**config.mk**
```make
export PLATFORM = sky130hd
export DESIGN_NAME = and_result_collector_flat
export DESIGN_NICKNAME = d
export VERILOG_FILES = /design/src/rtl/and_result_collector_if.sv /design/src/rtl/and_result_collector.sv /design/src/flat_wrapper.sv
export SDC_FILE = /design/constraint.sdc
export NUM_CORES = 1
export LEC_CHECK = 0
export CAP_MARGIN = 25
export CORE_MARGIN = 1
export CORE_UTILIZATION = 58
export DETAILED_ROUTE_END_ITERATION = 8
export PLACE_DENSITY_LB_ADDON = 0.08
export SYNTH_ARGS = -nofsm -noshare
export SYNTH_HDL_FRONTEND = slang
export SYNTH_SLANG_ARGS = --single-unit
```
**constraint.sdc**
```tcl
create_clock -name clk -period 5.35 [get_ports clk]
set_input_delay 1.07 -clock clk [delete_from_list [all_inputs] [get_ports clk]]
set_output_delay 1.07 -clock clk [all_outputs]
set_load 0.03 [all_outputs]
```
**src/rtl/and_result_collector_if.sv**
```systemverilog
// -----------------------------------------------------------------------------
// and_result_collector_if
//
// Purpose : Groups the session control, sample input and FIFO read-side
//           signals of and_result_collector into one bundle. clk and rst_n
//           are not part of the bundle and stay plain ports on the block.
//
// Parameters
//   W      : sample width (N1+2 of the collector)
//   CNT_W  : change-counter width
//
// Signals
//   start     : pulse that opens a capture session          (master -> slave)
//   stop      : pulse that closes a capture session         (master -> slave)
//   in_vld    : in_word is valid this cycle                 (master -> slave)
//   in_word   : result word from the gate/mux array, bit 0 = lane 0
//   out_ready : downstream accepts the head entry           (master -> slave)
//   out_vld   : FIFO head entry is valid                    (slave -> master)
//   out_word  : head entry sample                           (slave -> master)
//   out_delta : head entry bit-change mask                  (slave -> master)
//   chg_cnt   : saturating count of detected changes        (slave -> master)
//   ovf       : sticky "change dropped because FIFO full"   (slave -> master)
//   busy      : collector is not idle                       (slave -> master)
// -----------------------------------------------------------------------------
interface and_result_collector_if #(
  parameter int W     = 6,
  parameter int CNT_W = 8
);

  logic             start;
  logic             stop;
  logic             in_vld;
  logic [W-1:0]     in_word;
  logic             out_ready;
  logic             out_vld;
  logic [W-1:0]     out_word;
  logic [W-1:0]     out_delta;
  logic [CNT_W-1:0] chg_cnt;
  logic             ovf;
  logic             busy;

  // Producer/consumer side (testbench or upstream logic).
  modport master (
    output start, stop, in_vld, in_word, out_ready,
    input  out_vld, out_word, out_delta, chg_cnt, ovf, busy
  );

  // Collector side.
  modport slave (
    input  start, stop, in_vld, in_word, out_ready,
    output out_vld, out_word, out_delta, chg_cnt, ovf, busy
  );

endinterface : and_result_collector_if

```
**src/rtl/and_result_collector.sv**
```systemverilog
// -----------------------------------------------------------------------------
// and_result_collector
//
// Purpose : Watches the result word of an upstream gate/mux array during a
//           capture session and queues every sample that differs from the
//           previous one (plus the very first sample of a session) together
//           with its bit-change mask. A small FIFO decouples the capture from
//           the downstream reader; changes that find the FIFO full are
//           counted, dropped and flagged with a sticky overflow bit.
//
// Parameters
//   N1    : base width index, sample width W = N1+2
//   DEPTH : FIFO entry count, power of two in 2..16
//   CNT_W : change-counter width (saturating)
//
// Ports
//   clk   : rising-edge clock for all state
//   rst_n : asynchronous active-low reset
//   bus   : and_result_collector_if.slave (start/stop, sample input,
//           FIFO head output with valid/ready, chg_cnt, ovf, busy)
//
// Session flow
//   IDLE    --start-->  CAPTURE  (clears prev, chg_cnt, ovf; arms "first")
//   CAPTURE --stop--->  DRAIN    (a sample on the stop cycle is still taken)
//   DRAIN   --FIFO empty and nothing pushed--> IDLE
// -----------------------------------------------------------------------------
module and_result_collector #(
  parameter int N1    = 4,
  parameter int DEPTH = 4,
  parameter int CNT_W = 8
) (
  input  logic                  clk,
  input  logic                  rst_n,
  and_result_collector_if.slave bus
);

  localparam int W  = N1 + 2;
  localparam int AW = $clog2(DEPTH);

  localparam logic [AW:0]      FULL_CNT = (AW+1)'(DEPTH);
  localparam logic [AW:0]      CNT_ONE  = (AW+1)'(1);
  localparam logic [AW-1:0]    PTR_ONE  = AW'(1);
  localparam logic [CNT_W-1:0] CHG_MAX  = '1;
  localparam logic [CNT_W-1:0] CHG_ONE  = CNT_W'(1);

  typedef enum logic [1:0] {
    IDLE    = 2'd0,
    CAPTURE = 2'd1,
    DRAIN   = 2'd2
  } state_e;

  typedef struct packed {
    logic [W-1:0] word;
    logic [W-1:0] delta;
  } entry_t;

  // ---------------------------------------------------------------------------
  // State
  // ---------------------------------------------------------------------------
  state_e           state_q,   state_d;
  logic [W-1:0]     prev_q,    prev_d;
  logic             first_q,   first_d;
  logic [CNT_W-1:0] chg_cnt_q, chg_cnt_d;
  logic             ovf_q,     ovf_d;
  logic [AW-1:0]    wr_ptr_q,  wr_ptr_d;
  logic [AW-1:0]    rd_ptr_q,  rd_ptr_d;
  logic [AW:0]      count_q,   count_d;

  entry_t           mem [DEPTH];

  // ---------------------------------------------------------------------------
  // Per-cycle decode
  // ---------------------------------------------------------------------------
  logic         empty;
  logic         full;
  logic         accept;
  logic [W-1:0] delta;
  logic         change;
  logic         push_req;
  logic         pop;
  logic         push_ok;
  entry_t       head;

  always_comb begin
    empty    = (count_q == '0);
    full     = (count_q == FULL_CNT);
    // Samples are only looked at while capturing; prev is untouched otherwise.
    accept   = (state_q == CAPTURE) && bus.in_vld;
    delta    = bus.in_word ^ prev_q;
    change   = |delta;
    // The first sample of a session is always queued so the reader gets a
    // reference value even if it happens to equal the cleared prev.
    push_req = accept && (change || first_q);
    pop      = !empty && bus.out_ready;
    // A full FIFO still takes the push when the head leaves in the same cycle.
    push_ok  = push_req && (!full || pop);
    head     = mem[rd_ptr_q];
  end

  // ---------------------------------------------------------------------------
  // FSM next state
  // ---------------------------------------------------------------------------
  // NOTE: every signal written in an always_comb gets a default before any
  // branch; a path that leaves one unassigned would infer a latch.
  always_comb begin
    state_d = state_q;
    unique case (state_q)
      IDLE: begin
        // start wins over a simultaneous stop, which means nothing in IDLE.
        if (bus.start) state_d = CAPTURE;
      end
      CAPTURE: begin
        if (bus.stop) state_d = DRAIN;
      end
      DRAIN: begin
        if (empty && !push_ok) state_d = IDLE;
      end
      default: state_d = IDLE;
    endcase
  end

  // ---------------------------------------------------------------------------
  // Session registers: prev, first, chg_cnt, ovf
  // ---------------------------------------------------------------------------
  always_comb begin
    prev_d    = prev_q;
    first_d   = first_q;
    chg_cnt_d = chg_cnt_q;
    ovf_d     = ovf_q;

    if ((state_q == IDLE) && bus.start) begin
      prev_d    = '0;
      first_d   = 1'b1;
      chg_cnt_d = '0;
      ovf_d     = 1'b0;
    end

    // accept is only possible in CAPTURE, so it never collides with the
    // session-open clear above.
    if (accept) begin
      prev_d  = bus.in_word;
      first_d = 1'b0;
      // Dropped changes are still counted; the counter sticks at all-ones.
      if (change && (chg_cnt_q != CHG_MAX)) chg_cnt_d = chg_cnt_q + CHG_ONE;
      if (push_req && !push_ok) ovf_d = 1'b1;
    end
  end

  // ---------------------------------------------------------------------------
  // FIFO pointers and occupancy
  // ---------------------------------------------------------------------------
  always_comb begin
    wr_ptr_d = wr_ptr_q;
    rd_ptr_d = rd_ptr_q;
    count_d  = count_q;

    // Pointers are exactly log2(DEPTH) bits wide, so they wrap on their own.
    if (push_ok) wr_ptr_d = wr_ptr_q + PTR_ONE;
    if (pop)     rd_ptr_d = rd_ptr_q + PTR_ONE;

    unique case ({push_ok, pop})
      2'b10:   count_d = count_q + CNT_ONE;
      2'b01:   count_d = count_q - CNT_ONE;
      default: count_d = count_q;
    endcase
  end

  // ---------------------------------------------------------------------------
  // Registers
  // ---------------------------------------------------------------------------
  // NOTE: sequential state is updated with non-blocking assignments so every
  // flop samples its _d value from before the edge, independent of ordering.
  always_ff @(posedge clk or negedge rst_n) begin
    if (!rst_n) begin
      state_q   <= IDLE;
      prev_q    <= '0;
      first_q   <= 1'b0;
      chg_cnt_q <= '0;
      ovf_q     <= 1'b0;
      wr_ptr_q  <= '0;
      rd_ptr_q  <= '0;
      count_q   <= '0;
    end else begin
      state_q   <= state_d;
      prev_q    <= prev_d;
      first_q   <= first_d;
      chg_cnt_q <= chg_cnt_d;
      ovf_q     <= ovf_d;
      wr_ptr_q  <= wr_ptr_d;
      rd_ptr_q  <= rd_ptr_d;
      count_q   <= count_d;
    end
  end

  // NOTE: the storage array has no reset; occupancy is reset instead and the
  // head outputs are forced to zero while empty, so stale contents never
  // reach the outputs.
  always_ff @(posedge clk) begin
    if (push_ok) mem[wr_ptr_q] <= {bus.in_word, delta};
  end

  // ---------------------------------------------------------------------------
  // Outputs (all derived from registers, no path from in_word)
  // ---------------------------------------------------------------------------
  assign bus.out_vld   = !empty;
  assign bus.out_word  = empty ? '0 : head.word;
  assign bus.out_delta = empty ? '0 : head.delta;
  assign bus.chg_cnt   = chg_cnt_q;
  assign bus.ovf       = ovf_q;
  assign bus.busy      = (state_q != IDLE);

endmodule : and_result_collector

```
**src/flat_wrapper.sv**
```systemverilog
// flat-port wrapper written by rule: the top's interface ports become plain ports
module and_result_collector_flat 
#(
  parameter int N1    = 4,
  parameter int DEPTH = 4,
  parameter int CNT_W = 8
)
  (clk, rst_n, bus_start, bus_stop, bus_in_vld, bus_in_word, bus_out_ready, bus_out_vld, bus_out_word, bus_out_delta, bus_chg_cnt, bus_ovf, bus_busy);
  and_result_collector_if #(.W((N1 + 2)), .CNT_W(CNT_W)) bus_i ();
  input  logic clk;
  input  logic rst_n;
  input wire logic [$bits(bus_i.start)-1:0] bus_start;
  input wire logic [$bits(bus_i.stop)-1:0] bus_stop;
  input wire logic [$bits(bus_i.in_vld)-1:0] bus_in_vld;
  input wire logic [$bits(bus_i.in_word)-1:0] bus_in_word;
  input wire logic [$bits(bus_i.out_ready)-1:0] bus_out_ready;
  output wire logic [$bits(bus_i.out_vld)-1:0] bus_out_vld;
  output wire logic [$bits(bus_i.out_word)-1:0] bus_out_word;
  output wire logic [$bits(bus_i.out_delta)-1:0] bus_out_delta;
  output wire logic [$bits(bus_i.chg_cnt)-1:0] bus_chg_cnt;
  output wire logic [$bits(bus_i.ovf)-1:0] bus_ovf;
  output wire logic [$bits(bus_i.busy)-1:0] bus_busy;
  assign bus_i.start = bus_start;
  assign bus_i.stop = bus_stop;
  assign bus_i.in_vld = bus_in_vld;
  assign bus_i.in_word = bus_in_word;
  assign bus_i.out_ready = bus_out_ready;
  assign bus_out_vld = bus_i.out_vld;
  assign bus_out_word = bus_i.out_word;
  assign bus_out_delta = bus_i.out_delta;
  assign bus_chg_cnt = bus_i.chg_cnt;
  assign bus_ovf = bus_i.ovf;
  assign bus_busy = bus_i.busy;
  and_result_collector #(.N1(N1), .DEPTH(DEPTH), .CNT_W(CNT_W)) u_core (.clk(clk), .rst_n(rst_n), .bus(bus_i));
endmodule
```
# Yosys cells after proc, flatten, opt, wreduce, memory -nomap -nowiden
# Memories as Yosys holds them, arrays and structs flattened.
# Index checks and enable logic that the tools add are counted.
word_totals:
  output_inout_bits: 23
  in_bits: 12
  mem_count: 1
  word_cells: 63
  ram_bits: 48
  register_bits: 25
mem_list:
  columns: ["memory", "depth", "word_bits", "rd", "rd_ports_with_merged_regs", "write_ports", "line_no", "text"]
  rows:
  - ["u_core.mem", 4, 12, 1, 0, 1, "and_result_collector.sv:69", "entry_t mem [DEPTH];"]
op_classes:
  muxes: 19
  n_reduce_logical: 20
  bitwise_logic: 1
  n_addsub: 5
  eq_ne: 9
op_table:
  columns: ["cell", "count"]
  rows:
  - ["$mux W6", 4]
  - ["$mux W8", 3]
  - ["$add A8 B1 Y8 const B", 1]
  - ["$logic_and A1 B1 Y1", 8]
  - ["$ne A8 B8 Y1 const B", 1]
  - ["$mux W1", 7]
  - ["$mux W2", 3]
  - ["$pmux W2 S3", 1]
  - ["$pmux W3 S2", 1]
  - ["$reduce_bool A2 Y1", 3]
  - ["$reduce_or A6 Y1", 1]
  - ["$xor A6 B6 Y6", 1]
  - ["$add A2 B1 Y2 const B", 2]
  - ["$eq A2 B1 Y1 const B", 2]
  - ["$eq A2 B2 Y1 const B", 2]
  - ["$ne A2 B2 Y1 const B", 2]
  - ["$add A3 B1 Y3 const B", 1]
  - ["$eq A3 B3 Y1 const B", 1]
  - ["$logic_not A1 Y1", 3]
  - ["$logic_not A3 Y1", 1]
  - ["$reduce_and A3 Y1", 1]
  - ["$sub A3 B1 Y3 const B", 1]
  - ["$logic_not A2 Y1", 1]
  - ["$logic_or A1 B1 Y1", 2]
  - ["$ne A2 B1 Y1 const B", 1]

# Depth between registers and ports, before layout
logic_depth:
  depth_word: 9
  mapped_depth: 10
  depth_no_buf: 10

# Least setup slack after synthesis
# OpenSTA, ideal clock, no wires.
synth_path:
  path_type: "in2reg"
  start: "input bus_in_word[0]"
  end: "register u_core.count_q[2]"
  setup_slack_ns: 2.278
  path_buffers: 0
  setup_time_ns: 0.079
  required_ns: 5.271
  cell_stages: 10
  t_arrival_ns: 2.992
  path_cell_list: "xor2_1 nor4_4 a31oi_4 inv_1 ha_1 inv_1 fa_1 xor2_1 nor2_1 xor2_1"
synth_between:
  elab_chain_cells: 7
  elab_cells_between_ends: 9
  classes_between: "eq/ne (2); mux (1); bitwise (1); reduce/logical (5)"
synth_rtl:
  columns: ["item", "line_no", "text"]
  rows:
  - ["start, declared", "flat_wrapper.sv:15", "input wire logic [$bits(bus_i.in_word)-1:0] bus_in_word;"]
  - ["$xor A6 B6 Y6 *", "and_result_collector.sv:89", "delta = bus.in_word ^ prev_q;"]
  - ["$reduce_or A6 Y1 *", "and_result_collector.sv:90", "change = |delta;"]
  - ["$logic_or A1 B1 Y1 *", "and_result_collector.sv:93", "push_req = accept && (change || first_q);"]
  - ["$logic_and A1 B1 Y1 *", "and_result_collector.sv:93", null]
  - ["$logic_and A1 B1 Y1 *", "and_result_collector.sv:96", "push_ok = push_req && (!full || pop);"]
  - ["$eq A2 B1 Y1 or $eq A2 B2 Y1 (tied branches)", "and_result_collector.sv:161", "unique case ({push_ok, pop})"]
  - ["$pmux W3 S2 or $reduce_bool A2 Y1 (tied branches)", null, null]
  - ["end signal, assigned", "and_result_collector.sv:191", "count_q <= count_d;"]
  - ["end, declared", "and_result_collector.sv:67", "logic [AW:0] count_q, count_d;"]
# Every way passes the cells marked *; elsewhere a longest branch is shown, timed or not.
# A chain may end at the register's enable or synchronous reset.

# Worst setup path in the final report
layout_path:
  start: "register u_core.rd_ptr_q[0]"
  end: "output bus_out_word[4]"
layout_between:
  elab_chain_cells: 2
layout_rtl:
  columns: ["item", "line_no", "text"]
  rows:
  - ["start, declared", "and_result_collector.sv:66", "logic [AW-1:0] rd_ptr_q, rd_ptr_d;"]
  - ["start signal, assigned", "and_result_collector.sv:190", "rd_ptr_q <= rd_ptr_d;"]
  - ["$mem_v2 Z4 W12", null, null]
  - ["$mux W6", "and_result_collector.sv:206", "assign bus.out_word = empty ? '0 : head.word;"]
  - ["end, declared", "flat_wrapper.sv:18", "output wire logic [$bits(bus_i.out_word)-1:0] bus_out_word;"]
# No other way between the ends.

==> metrics.txt <==
IO buf count=34; Layout Nets=258; area leader, netlist=edfxtp_1; Filler cells=343; first-pass GRT wire length=9.13 mm; Avg Vias per Cell=5.63; Max Freq=0.271 GHz; Global Route Usage Sum=0.234; CTS Root Cell=clkbuf_8; Die W=75.8 um; Area contributors post-synth=edfxtp_1 46%, dfrtp_1 20%, mux4_2 8.5%, mux2i_1 2.8%, and2_1 2.6%; Slew Viols, Final=0; post-synth top area share=0.456; Worst-Skew Late Latency=0.33 ns; Layout area overhead=18.5%; RSZ-0062 raised after global routing=false; hold buffers post-CTS=0; Max-slew headroom=0.423; status=completed; Routed WL=5.76 mm; Post-synth EDFFs=48; Worst-path clk slew=0.07 ns; asr flop ratio synth=0.342; setup TNS=0 ns; Peak VDD IR=360 uV; Setup Crit Path Kind=flop to output pin; top cells by count, synth=48 x edfxtp_1, 25 x dfrtp_1, 14 x nand2_1; Chip Height=75.8 um; Static Leakage=1.37 nW; final hold viol count=0; Unique masters post-synth=37; Site Rows=26; Synth warnings=0; Critical Path RT=4.28 ns; antenna violations before repair=0; CTS buffer count=9; core area=0.00517 mm2; clock period minus worst slack=3.70 ns; cells after synthesis=199; Post-CTS Setup Inserts=0; initial DRC count=124; DRC violations left=0; Initial Util=0.611; RD Place Congestion=0.804; Post-DP HPWL=3.83 mm; die area=0.00575 mm2; largest net degree at the start of global routing=26; total grt overflow=0; IO Pins=35; top-count cell post-synth=edfxtp_1; CTS tree=done; share of post-route cells with drive strength above 1=0.148; vias in the first global route=1830; worst hold path type=flop to flop; Final Skew=0.00531 ns; Setup Viol. Count Final=0; syn avg cell area=15.9 um2; Tcrit/Tclk final=0.691; clock buffer depth=2; post-cts resize count=0; critical path launch point type=flop; Mapped Nets=218; P per Cell Area=560 mW/mm2; Vias=1761; commonest register cell after synthesis=edfxtp_1; Place WS=1.37 ns; MaxCap Viol Count=0; wire length per cell=18.4 um; top fanout value on the critical path=14; Cell Area, Synth=0.00316 mm2; final worst slack=1.65 ns; H-Tree Depth=3; Pre-antenna DRT Iters=4; Worst-Margin Slew=0.865 ns; antenna viol nets, final=0; Yosys reg bits=73; Clock Sinks=73; Data arrival, critical path=2.63 ns; ant diodes=0; post-synthesis sequential area ratio=0.654; crit end category=output pin
-- metal layers --
layer | up-vias | share of wire | global-route usage
met5 | - | 0 | 0
met1 | 889 | 0.41 | 0.287
met4 | 0 | 0.011 | 0.121
li1 | 816 | - | -
met3 | 6 | 0.047 | 0.0476
met2 | 50 | 0.54 | 0.393
-- path summary, 6_finish.rpt --
path,end,cells past startpoint,slack [ns],start
worst max register to register,u_core.count_q[2],10,2.63,u_core.prev_q[0]
worst max-delay path,bus_out_word[4],3,1.65,u_core.rd_ptr_q[0]
worst min-delay path,u_core.count_q[2],1,0.50,u_core.count_q[2]
max in group asynchronous,u_core.prev_q[3],2,3.99,rst_n
worst min register to register,u_core.count_q[2],1,0.50,u_core.count_q[2]
min in group asynchronous,u_core.rd_ptr_q[0],2,1.10,rst_n
-- where the power goes --
group / internal [mW] / leakage (nW) / switching, mW
logic: 0.383 / 0.526 / 0.461
registers: 0.748 / 0.754 / 0.119
clock network: 0.208 / 0.0910 / 0.181
total: 1.34 / 1.37 / 0.760
-- registers in the layout, indices dropped and copies added, names as in the netlist --
name                flops
u_core.prev_q           6
u_core.bus.chg_cnt      8
u_core.mem             48
u_core.rd_ptr_q         2
u_core.bus.ovf          1
u_core.first_q          1
u_core.count_q          3
u_core.state_q          2
u_core.wr_ptr_q         2
-- stage by stage --
step           cell area [um2]  power, mW  utilization  hold WS, ns  std cells
2_1_floorplan             3160       1.43            -        0.447        199
3_3_place_gp              3570       1.69        0.690        0.464        298
3_5_place_dp              3570       1.73        0.690        0.492        298
4_1_cts                   3750       2.12        0.724        0.506        313
5_1_grt                   3750       2.22        0.724        0.515        313
6_report                  3750       2.10        0.724        0.500        313
-- layout make-up --
| cell class | instances | area (um2) | area share |
|---|---|---|---|
| clock inverter | 5 | 47.5 | 0.0127 |
| tap | 70 | 87.6 | 0.0234 |
| sequential | 73 | 2070 | 0.552 |
| inverter | 10 | 37.5 | 0.0100 |
| clock buffer | 10 | 128 | 0.0341 |
| multi-input combinational | 110 | 1030 | 0.275 |
| timing repair buffer | 35 | 348 | 0.0929 |
-- placed cells by master (no fill, tap or decap), types with 2 or more instances in the layout --
cell type,count
nand2b_1,2
or3_1,2
mux4_2,12
nor2_1,3
xor2_1,9
and2_1,13
and2_2,4
dfrtp_1,25
clkdlybuf4s50_1,34
clkbuf_8,9
a21oi_1,3
xnor2_1,3
mux2i_1,9
nand3_1,3
edfxtp_1,48
o21ai_0,3
inv_1,10
a22o_1,5
a211oi_1,4
clkinv_2,2
clkinv_1,2
nand2_1,14
ha_1,6
-- kinds of logic (layout without fill, tap and decap cells) --
kind of cell    count (synthesis)  after routing  share of synthesized area
compound gates                 20             20                     0.0534
simple gates                   49             49                     0.0906
buf+inv                        16             60                     0.0202
xor+xnor                       12             12                     0.0332
fa+ha+maj                       7              7                     0.0301
mux                            22             22                      0.119
flops                          73             73                      0.654
-- critical path: stages (launching register included) --
cell,delay [ns]
dfrtp_1,0.91
mux4_2,0.60
and2_1,0.18
clkdlybuf4s50_1,0.59
Note: power is estimated with default switching activity, not from simulation.
